--- src/rtl/display_mode_sequencer.sv ---
// rtl/display_mode_sequencer.sv - debounced key / direct-load display source sequencer, frame-aligned switching
// Optional auto-advance on idle frames is built only when AUTO_CYCLE_EN is defined.
module display_mode_sequencer #(
  parameter int DEBOUNCE_CYCLES = 50000,
  parameter int BLANK_FRAMES    = 1,
  parameter int AUTO_FRAMES     = 120
) (
  input  logic       iClk,
  input  logic       iRst_n,
  input  logic       iKey_n,
  input  logic       iLoad,
  input  logic [2:0] iLoad_sel,
  input  logic       iFrame_start,
  input  logic       iAuto_en,
  output logic [2:0] oSelect,
  output logic       oPending,
  output logic       oSwitch,
  output logic       oBlank
);

  localparam int DW = $clog2(DEBOUNCE_CYCLES + 2);
  localparam int BW = $clog2(BLANK_FRAMES + 2);
  localparam logic [DW-1:0] DB_LAST    = DW'(DEBOUNCE_CYCLES - 1);
  localparam logic [BW-1:0] BLANK_LAST = BW'((BLANK_FRAMES > 0) ? BLANK_FRAMES - 1 : 0);

  typedef enum logic [1:0] {IDLE, PENDING, BLANK} state_t;

  state_t        state_q, state_d;
  logic          key_s1_q, key_s1_d;
  logic          key_s2_q, key_s2_d;
  logic          deb_q, deb_d;
  logic [DW-1:0] db_cnt_q, db_cnt_d;
  logic [BW-1:0] blank_cnt_q, blank_cnt_d;
  logic [2:0]    sel_q, sel_d;
  logic [2:0]    target_q, target_d;
  logic          pend_q, pend_d;
  logic          switch_q, switch_d;

  logic          press;
  logic          load_ok;
  logic          auto_req;
  logic          req;
  logic [2:0]    base;
  logic [2:0]    new_tgt;

  function automatic logic [2:0] advance(input logic [2:0] m);
    return (m == 3'd0 || m >= 3'd4) ? 3'd1 : m + 3'd1;
  endfunction

`ifdef AUTO_CYCLE_EN
  localparam int AW = $clog2(AUTO_FRAMES + 2);
  localparam logic [AW-1:0] AUTO_LAST = AW'(AUTO_FRAMES - 1);
  logic [AW-1:0] auto_cnt_q, auto_cnt_d;

  // Idle frames are only counted while nothing else is asking for a switch.
  always_comb begin
    auto_req   = 1'b0;
    auto_cnt_d = '0;
    if (state_q == IDLE && iAuto_en && !load_ok && !press) begin
      auto_cnt_d = auto_cnt_q;
      if (iFrame_start) begin
        if (auto_cnt_q == AUTO_LAST) begin
          auto_req   = 1'b1;
          auto_cnt_d = '0;
        end else begin
          auto_cnt_d = auto_cnt_q + 1'b1;
        end
      end
    end
  end

  always_ff @(posedge iClk) begin
    if (!iRst_n) auto_cnt_q <= '0;
    else         auto_cnt_q <= auto_cnt_d;
  end
`else
  logic unused_auto_en;
  assign unused_auto_en = iAuto_en;
  assign auto_req       = 1'b0;
`endif

  always_comb begin
    key_s1_d = iKey_n;
    key_s2_d = key_s1_q;
    deb_d    = deb_q;
    db_cnt_d = '0;
    press    = 1'b0;
    if (key_s2_q != deb_q) begin
      if (db_cnt_q == DB_LAST) begin
        deb_d = key_s2_q;
        press = ~key_s2_q;
      end else begin
        db_cnt_d = db_cnt_q + 1'b1;
      end
    end

    // Direct load beats a key press; an out-of-range load is no request at all.
    load_ok  = iLoad && (iLoad_sel <= 3'd4);
    req      = load_ok | press | auto_req;
    base     = pend_q ? target_q : sel_q;
    new_tgt  = load_ok ? iLoad_sel : advance(base);
    target_d = req ? new_tgt : target_q;
    pend_d   = pend_q | req;

    state_d     = state_q;
    sel_d       = sel_q;
    switch_d    = 1'b0;
    blank_cnt_d = blank_cnt_q;
    case (state_q)
      IDLE: begin
        if (req) state_d = PENDING;
      end
      PENDING: begin
        // Applies the target held before this cycle; a coinciding request stays queued.
        if (iFrame_start) begin
          sel_d       = target_q;
          switch_d    = 1'b1;
          pend_d      = req;
          blank_cnt_d = '0;
          if (BLANK_FRAMES > 0) state_d = BLANK;
          else                  state_d = req ? PENDING : IDLE;
        end
      end
      BLANK: begin
        if (iFrame_start) begin
          if (blank_cnt_q == BLANK_LAST) begin
            blank_cnt_d = '0;
            state_d     = pend_d ? PENDING : IDLE;
          end else begin
            blank_cnt_d = blank_cnt_q + 1'b1;
          end
        end
      end
      default: state_d = IDLE;
    endcase
  end

  always_ff @(posedge iClk) begin
    if (!iRst_n) begin
      state_q     <= IDLE;
      key_s1_q    <= 1'b1;
      key_s2_q    <= 1'b1;
      deb_q       <= 1'b1;
      db_cnt_q    <= '0;
      blank_cnt_q <= '0;
      sel_q       <= 3'd1;
      target_q    <= 3'd1;
      pend_q      <= 1'b0;
      switch_q    <= 1'b0;
    end else begin
      state_q     <= state_d;
      key_s1_q    <= key_s1_d;
      key_s2_q    <= key_s2_d;
      deb_q       <= deb_d;
      db_cnt_q    <= db_cnt_d;
      blank_cnt_q <= blank_cnt_d;
      sel_q       <= sel_d;
      target_q    <= target_d;
      pend_q      <= pend_d;
      switch_q    <= switch_d;
    end
  end

  assign oSelect  = sel_q;
  assign oPending = pend_q;
  assign oSwitch  = switch_q;
  assign oBlank   = (state_q == BLANK);

endmodule

--- config.mk ---
export PLATFORM = sky130hd
export DESIGN_NAME = display_mode_sequencer
export DESIGN_NICKNAME = d
export VERILOG_FILES = /design/src/rtl/display_mode_sequencer.sv
export SDC_FILE = /design/constraint.sdc
export NUM_CORES = 1
export LEC_CHECK = 0
export CELL_PAD_IN_SITES_DETAIL_PLACEMENT = 2
export CELL_PAD_IN_SITES_GLOBAL_PLACEMENT = 2
export CORE_MARGIN = 5
export CORE_UTILIZATION = 34
export DETAILED_ROUTE_END_ITERATION = 7
export PLACE_DENSITY_LB_ADDON = 0.1
export SYNTH_ARGS = -nofsm -noshare
export SYNTH_HDL_FRONTEND = slang
export SYNTH_SLANG_ARGS = --single-unit
--- constraint.sdc ---
create_clock -name iClk -period 2.6 [get_ports iClk]
set_clock_uncertainty 0.1 [all_clocks]
set_input_delay 0.26 -clock iClk [delete_from_list [all_inputs] [get_ports iClk]]
set_output_delay 0.26 -clock iClk [all_outputs]
set_load 0.05 [all_outputs]
Word level (Yosys, flattened, before mapping)
Cells that the tools add are included.
W data, S select, Z words.
{ "op_classes": {"add_sub_neg": 3, "n_lt_le_gt_ge": 2, "n_eq_ne": 8, "n_mux": 18, "bitwise": 5, "n_reduce_logical": 12} }
{ "op_table": {"columns": ["operator", "n"], "rows": [
  ["$add A16 B1 Y16 const B", 1],
  ["$eq A16 B16 Y1 const B", 1],
  ["$mux W2", 7],
  ["$mux W3", 3],
  ["$mux W1", 6],
  ["$ne A2 B2 Y1 const B", 3],
  ["$pmux W2 S3", 1],
  ["$reduce_and A2 Y1", 3],
  ["$logic_not A2 Y1", 2],
  ["$pmux W2 S2", 1],
  ["$reduce_and A4 Y1", 1],
  ["$add A3 B1 Y3 const B", 1],
  ["$ge A3 B3 Y1 const B", 1],
  ["$le A3 B3 Y1 const B", 1],
  ["$logic_not A3 Y1", 1],
  ["$not A1 Y1", 3],
  ["$reduce_and A3 Y1", 1],
  ["$reduce_or A3 Y1", 1],
  ["$add A2 B1 Y2 const B", 1],
  ["$eq A2 B1 Y1 const B", 1],
  ["$eq A2 B2 Y1 const B", 1],
  ["$ne A2 B1 Y1 const B", 1],
  ["$or A1 B1 Y1", 2],
  ["$reduce_bool A2 Y1", 1],
  ["other kinds (3)", 3]
]} }
{ "word_totals": {"reg_bits": 31, "input_bits": 9, "out_inout_bits": 6} }

Logic depth before layout (Yosys ltp)
Gate-level depths: netlist (run 1).
{ "depth": {"ltp_word": 9, "ltp_mapped": 7, "ltp_nobuf": 6} }

Least setup slack after synthesis (run 1)
Ideal clock, no wire load.
{ "synth_path": {"path_type": "reg2reg", "from": "reg pend_q, in the netlist oPending", "to": "reg target_q[0]", "setup_time_ns": 0.072, "arrival_ns": 1.869, "required_ns": 2.428, "slack_ns": 0.559, "path_stages_with_launch": 7, "n_path_buf": 1, "synth_period_minus_slack_ns": 2.041, "path_cell_list": "dfxtp_1 clkbuf_1 mux2i_1 ha_1 nor4b_1 o311a_1 mux2i_1"} }
{ "synth_via": {"elab_chain_len": 5, "word_cells_on_any_way": 7, "classes_between": "1 x add/sub; 1 x order compare; 3 x mux; 2 x reduce/logical"} }
{ "synth_lines": {"columns": ["item", "line", "source"], "rows": [
  ["from (decl)", "36", "logic pend_q, pend_d;"],
  ["from (signal assigned)", "159", "pend_q <= pend_d;"],
  ["$mux W3 (*)", "100", "base = pend_q ? target_q : sel_q;"],
  ["$ge A3 B3 Y1 or $logic_not A3 Y1 (tied branches)", "47", "return (m == 3'd0 || m >= 3'd4) ? 3'd1 : m + 3'd1;"],
  ["$logic_or A1 B1 Y1", "47", null],
  ["$mux W3 (*)", "47", null],
  ["$mux W3 (*)", "101", "new_tgt = load_ok ? iLoad_sel : advance(base);"],
  ["to (signal assigned)", "158", "target_q <= target_d;"],
  ["to (decl)", "35", "logic [2:0] target_q, target_d;"]
]} }
Every way passes the cells marked *; elsewhere a longest branch is shown, timed or not.
A chain may end at the register's enable or synchronous reset.

Worst setup path in the final report (run 1)
{ "layout_path": {"from": "reg state_q[1]", "to": "out oBlank"} }
{ "layout_via": {"elab_chain_len": 1} }
{ "layout_lines": {"columns": ["item", "line", "source"], "rows": [
  ["from (decl)", "28", "state_t state_q, state_d;"],
  ["from (signal assigned)", "151", "state_q <= state_d;"],
  ["$eq A2 B2 Y1", "167", "assign oBlank = (state_q == BLANK);"],
  ["to (decl)", "18", "output logic oBlank"]
]} }
No other way between the ends.

==> run_results.csv, run 1 <==
group,metric,value,unit
run_status,outcome,"completed",
grt,grtUsageMet1,16.05,%
floorplanning,core,0.004354,mm²
placed_design,post-place-ws,0.5595,ns
logic_synthesis,synth_commonest_cells,"dfxtp_1, nor2_1, nand2_1, mux2i_1, nand3_1",
critical_path,r2r_slack,0.56,ns
logic_synthesis,synth_area,0.001516,mm²
critical_path,start_kind,"register",
layout,final.fill_count,497,
logic_synthesis,seq_area_frac_synth,40.92,%
floorplanning,die_h,76.79,µm
floorplanning,die_x,76.79,µm
power,combPwrFrac,7.9,%
logic_synthesis,synth_ff_type,"dfxtp_1",
logic_synthesis,yosysMostFrequentCell,"dfxtp_1",
clock_tree,htreeDepth,2,
logic_synthesis,netlist_instances,166,
hold_path,hold_start,"key_s1_q",
critical_path,crit_type,"reg -> out",
routing,drt_wl_total,3802,µm
critical_path,r2r_start,"db_cnt_q[11]",
routing,vias,1242,
clock_tree,clk_pin_slew,0.06,ns
critical_path,crit_fanout,8,
clock_tree,cts_inserted_buffers,5,
sta,timing.setup.tns,0,ns
sta,tightest_slew,0.5027,ns
floorplanning,io_pins,15,
power,pwr-share-clk,42.2,%
sta,worst_hold_slack,0.3189,ns
layout,syn2layout_area_growth,17.66,%
grt,busiest_layer,"met2",
layout,n_antenna_cell,0,
sta,setup_violations,0,
routing,wl_per_cell,16.11,µm
power,power.total,0.9950,mW
placed_design,place_inst,228,
grt,antenna_found_initial,0,
power,p_switching,0.2316,mW
hold_path,hold_class,"reg -> reg",
floorplanning,die_area,0.005896,mm²
sta,rsz0062_at_grt,"false",
routing,drc,0,
routing,first_iter_violations,32,
power,peakVddDrop,205.3,µV
clock_tree,cts_resized,0,
clock_tree,cts_buffer_depth,2,
sta,period_share,82.92,%
placed_design,gp_congestion,0.7412,
power,power_density,557.7,mW/mm²
grt,grt_pass1_vias,1398,
power,p_int,0.7634,mW
sta,fin_ws,0.4440,ns
logic_synthesis,synth_cell_types,42,
logic_synthesis,yosys_warnings,0,
layout,fin_area,0.001784,mm²
logic_synthesis,synth-edff-count,0,
job,cap_violations,0,
floorplanning,num_rows,24,
layout,nets,197,
sta,fmax,463.8,MHz
layout,stdcell_count,236,
clock_tree,post_cts_buffers,0,
grt,grt.met2_usage,25.13,%
placed_design,post_dp_cell_area,0.001684,mm²
grt,grt_overflow_total,0,
logic_synthesis,synth_top_area_share,40.92,%
critical_path,cp-end-kind,"primary output",
critical_path,timing.rr.end,"db_cnt_q[10]",
power,power_frac_seq,49.9,%
logic_synthesis,synth.area.top_cells,"dfxtp_1, mux2i_1, nor2_1, nand2_1, ha_1",
clock_tree,clock_latency,0.28,ns
logic_synthesis,avgSynthCellArea,9.135,µm²
logic_synthesis,synth_async_sr_flop_share,0,%
layout,finish.utilization,40.98,%
power,netSwitchingFraction,23.28,%
grt,grt_max_degree,17,
placed_design,place_hpwl,2872,µm
logic_synthesis,synth_area_leader_cell,"dfxtp_1",
hold_path,min_to,"key_s2_q",
sta,hold_viol,0,
hold_path,hold_path_depth,1,
sta,layout_min_cycle_time,2.156,ns
critical_path,cp.required,2.24,ns
routing,ant_nets,0,
clock_tree,cts_sinks,31,
routing,firstDrtPassIters,6,
grt,use_met3,5.035,%
logic_synthesis,ys_ff_latch,31,
sta,final_max_slew_viol_count,0,
logic_synthesis,syn_nets,180,
critical_path,worstRegToRegCells,5,
power,leakagePower,0.6439,nW
grt,grt.total_usage,14.50,%
clock_tree,tritoncts,"yes",
layout,drive_gt1_share,9.239,%
sta,relSlewSlack,66.38,%
floorplanning,start_util,34.83,%
clock_tree,cts-root-buf,"clkbuf_8",
clock_tree,ctsHoldBuffers,0,
critical_path,cp_data_arrival_time,1.80,ns
grt,grt_first_pass_wirelength,6789,µm
routing,vias_per_cell,5.263,
placed_design,numPortBuffers,13,
per-layer routing:
metal  vias to the layer above  routed length [µm]  share of wire [%]
met1                       613                1589                 42
li1                        610                   -                  -
met4                         0                  68                1.8
met2                        14                2009                 53
met3                         5                 134                3.5
met5                         -                   0                  0
cell usage in the layout, fill, tap and decap left out, types with 2 or more instances in the layout:
cell	synthesis	layout
dfxtp_1	31	31
nor2_1	19	19
nand2_1	18	18
clkdlybuf4s50_1	0	13
mux2i_1	9	9
nand3_1	8	8
inv_1	7	7
clkbuf_8	0	7
xnor2_1	6	6
o21ai_0	6	6
a21oi_1	6	6
xor2_1	6	6
ha_1	5	5
or3_1	3	3
nor3b_1	3	3
nand4_1	3	3
nand2b_1	3	3
or2_2	2	2
a22oi_1	2	2
o211ai_1	2	2
nor4_1	2	2
buf_4	0	2
state kept, by name, summed over array words and instances, names as in the netlist:
name and count:
key_s2_q 1, deb_q 1, key_s1_q 1, target_q 3
oSelect 3, oPending 1, db_cnt_q 16, oSwitch 1
state_q 2, blank_cnt_q 2
critical path, cell delays in order (launching register included):
cell             delay (ns)
dfxtp_1                0.48
nor2b_1                0.21
clkdlybuf4s50_1        0.82
layout make-up:
class | count | area (µm²) | share of cell area [%]
sequential | 31 | 620.6 | 34.78
tap | 52 | 65.06 | 3.647
timing repair buffer | 15 | 145.1 | 8.135
multi-input combinational | 122 | 823.3 | 46.14
clock buffer | 8 | 100.1 | 5.610
inverter | 8 | 30.03 | 1.683
how the worst max path moves through the flow:
stage / from / to / slack, ns / cells past startpoint
after floorplan: oPending / target_q[0] / 0.56 / 6
after global placement: iRst_n / db_cnt_q[15] / 0.62 / 5
after detailed placement: db_cnt_q[11] / db_cnt_q[10] / 0.56 / 5
after CTS: state_q[1] / oBlank / 0.42 / 2
after global routing: state_q[1] / oBlank / 0.33 / 2
final: state_q[1] / oBlank / 0.44 / 2
kinds of logic after synthesis:
family                     share of synthesized area (%)
DFF                                                40.92
xor gates and xnor gates                           6.931
buffers and inverters                              4.786
muxes                                              6.683
adders and majority gates                          4.125
and+or+nand+nor                                    27.06
AOI/OAI and AO/OA                                  9.488
power by group through the flow:
stage / logic [mW] / registers [mW] / clock network, mW
floorplan: 0.0477 / 0.510 / 0
global placement: 0.0774 / 0.507 / 0
detailed placement: 0.0799 / 0.508 / 0
CTS: 0.0806 / 0.497 / 0.436
global route: 0.0873 / 0.499 / 0.452
finish: 0.0785 / 0.497 / 0.420
No activity file was read; power rests on OpenSTA's default activity.
==> inputs of run 2 (changes only) <==
CORE_UTILIZATION = 31   (was 34)
clock period = 1.9 ns   (was 2.6 ns; I/O delays follow)
==> run 2 against run 1 <==
  * Count of clock-buffer cells in the layout shrank 2
  * Combinational power increased by 50%
  * Non-clock buffer count grew 13
  * Highest routed layer unchanged
  * Die area up 8.4%
  * Critical path type is now reg -> reg
==> run_results.csv, run 2 (synthesis gave the netlist of run 1 again) <==
group,metric,value,unit
run_status,outcome,"completed",
sta,layout_min_cycle_time,1.900,ns
routing,first_iter_violations,30,
floorplanning,core,0.004723,mm²
routing,vias_per_cell,4.970,
routing,ant_nets,0,
grt,grt.met2_usage,26.99,%
grt,use_met3,3.499,%
grt,antenna_found_initial,0,
hold_path,hold_class,"reg -> reg",
critical_path,worstRegToRegCells,4,
job,cap_violations,0,
layout,largest_reg_flops,16,
placed_design,place_hpwl,3107,µm
clock_tree,htreeDepth,2,
critical_path,timing.rr.end,"state_q[0]",
layout,drive_gt1_share,18.37,%
clock_tree,cts_inserted_buffers,5,
power,peakVddDrop,283.1,µV
critical_path,r2r_slack,0.0005,ns
sta,relSlewSlack,66.67,%
critical_path,cp_data_arrival_time,1.99,ns
sta,setup_violations,0,
clock_tree,ctsHoldBuffers,0,
grt,busiest_layer,"met2",
floorplanning,num_rows,25,
clock_tree,cts_buffer_depth,2,
hold_path,min_to,"key_s2_q",
grt,grt.total_usage,13.47,%
layout,syn2layout_area_growth,27.39,%
layout,final_common_cell,"dfxtp_1",
power,power_density,679.9,mW/mm²
hold_path,hold_path_depth,1,
layout,nets,210,
clock_tree,post_cts_buffers,0,
critical_path,crit_fanout,5,
clock_tree,clock_latency,0.28,ns
clock_tree,clk_pin_slew,0.06,ns
floorplanning,die_area,0.006390,mm²
sta,fmax,526.4,MHz
floorplanning,die_h,79.94,µm
placed_design,post_dp_cell_area,0.001804,mm²
placed_design,gp_congestion,0.7817,
layout,n_antenna_cell,0,
routing,vias,1307,
grt,grt_overflow_total,0,
layout,final_cell_mix,"dfxtp_1, nor2_1, nand2_1",
clock_tree,cts_sinks,31,
sta,tightest_slew,0.4985,ns
critical_path,start_kind,"register",
routing,drc,0,
sta,rsz0062_at_grt,"true",
floorplanning,start_util,32.11,%
critical_path,cp.required,1.99,ns
layout,final.fill_count,520,
sta,period_share,99.98,%
routing,wl_per_cell,15.02,µm
grt,grt_pass1_vias,1438,
routing,drt_wl_total,3949,µm
critical_path,cp-end-kind,"register",
layout,finish.utilization,40.90,%
floorplanning,die_x,79.94,µm
grt,grt_max_degree,17,
critical_path,crit_type,"reg -> reg",
grt,grt_first_pass_wirelength,6720,µm
placed_design,numPortBuffers,13,
sta,fin_ws,0.0004581,ns
hold_path,hold_start,"key_s1_q",
critical_path,r2r_start,"db_cnt_q[4]",
grt,grtUsageMet1,13.17,%
placed_design,post-place-ws,-0.02075,ns
sta,hold_viol,0,
power,leakagePower,0.7311,nW
sta,final_max_slew_viol_count,0,
clock_tree,tritoncts,"yes",
floorplanning,io_pins,15,
routing,firstDrtPassIters,4,
clock_tree,cts-root-buf,"clkbuf_8",
layout,fin_area,0.001932,mm²
layout,top_register,"db_cnt_q",
-- run 2: worst max path at each step --
stage / startpoint / endpoint
detailed placement: db_cnt_q[13] / state_q[0]
finish: db_cnt_q[4] / state_q[0]
global route: db_cnt_q[4] / state_q[0]
floorplan: oPending / target_q[0]
CTS: db_cnt_q[4] / state_q[0]
global placement: db_cnt_q[13] / state_q[0]
-- run 2: layer usage --
layer / wire [µm] / part of all wire [%]
met5: 0 / 0
met3: 118 / 3.0
met2: 2261 / 57
met4: 42 / 1.1
met1: 1528 / 39
-- run 2: metrics by stage --
| stage | std cells | power, mW | hold WS [ns] | TNS, ns |
|---|---|---|---|---|
| floorplan | 166 | 0.7636 | 0.1915 | 0 |
| global placement | 255 | 0.8054 | 0.2946 | 0 |
| detailed placement | 255 | 0.8135 | 0.3132 | -0.02075 |
| CTS | 262 | 1.335 | 0.3300 | -0.02224 |
| global route | 263 | 1.389 | 0.3709 | -0.8018 |
| finish | 263 | 1.314 | 0.3204 | 0 |
-- run 2: what timing repair did --
item,in CTS,in global routing
endpoints found under the setup margin,2,18
pin swaps,1,0
gates cloned,0,1
gates resized for setup,2,2
-- run 2: power breakdown --
| part | internal (mW) | switching, mW |
|---|---|---|
| clock network | 0.284 | 0.231 |
| registers | 0.664 | 0.0169 |
| logic | 0.0581 | 0.0602 |
-- run 2: layout make-up --
| type | count | area, µm² | area share [%] |
|---|---|---|---|
| clock buffer | 6 | 82.58 | 4.275 |
| clock inverter | 1 | 5.005 | 0.2591 |
| inverter | 8 | 30.03 | 1.554 |
| multi-input combinational | 122 | 837.1 | 43.33 |
| sequential | 31 | 623.1 | 32.25 |
| tap | 67 | 83.83 | 4.339 |
| timing repair buffer | 28 | 270.3 | 13.99 |
-- run 2: worst max-delay path: stages (launching register included) --
cell and delay (ns):
dfxtp_1 0.31, or4b_4 0.54, nor4_4 0.38, a31oi_4 0.19
a221oi_2 0.28
==> inputs of run 3 (changes only) <==
ABC_CLOCK_PERIOD_IN_PS = 1900   (was default)
CTS_CLUSTER_SIZE = 16   (was default)
==> results of run 3 <==
Final layout, timing and power as in run 2 (identical DEF).
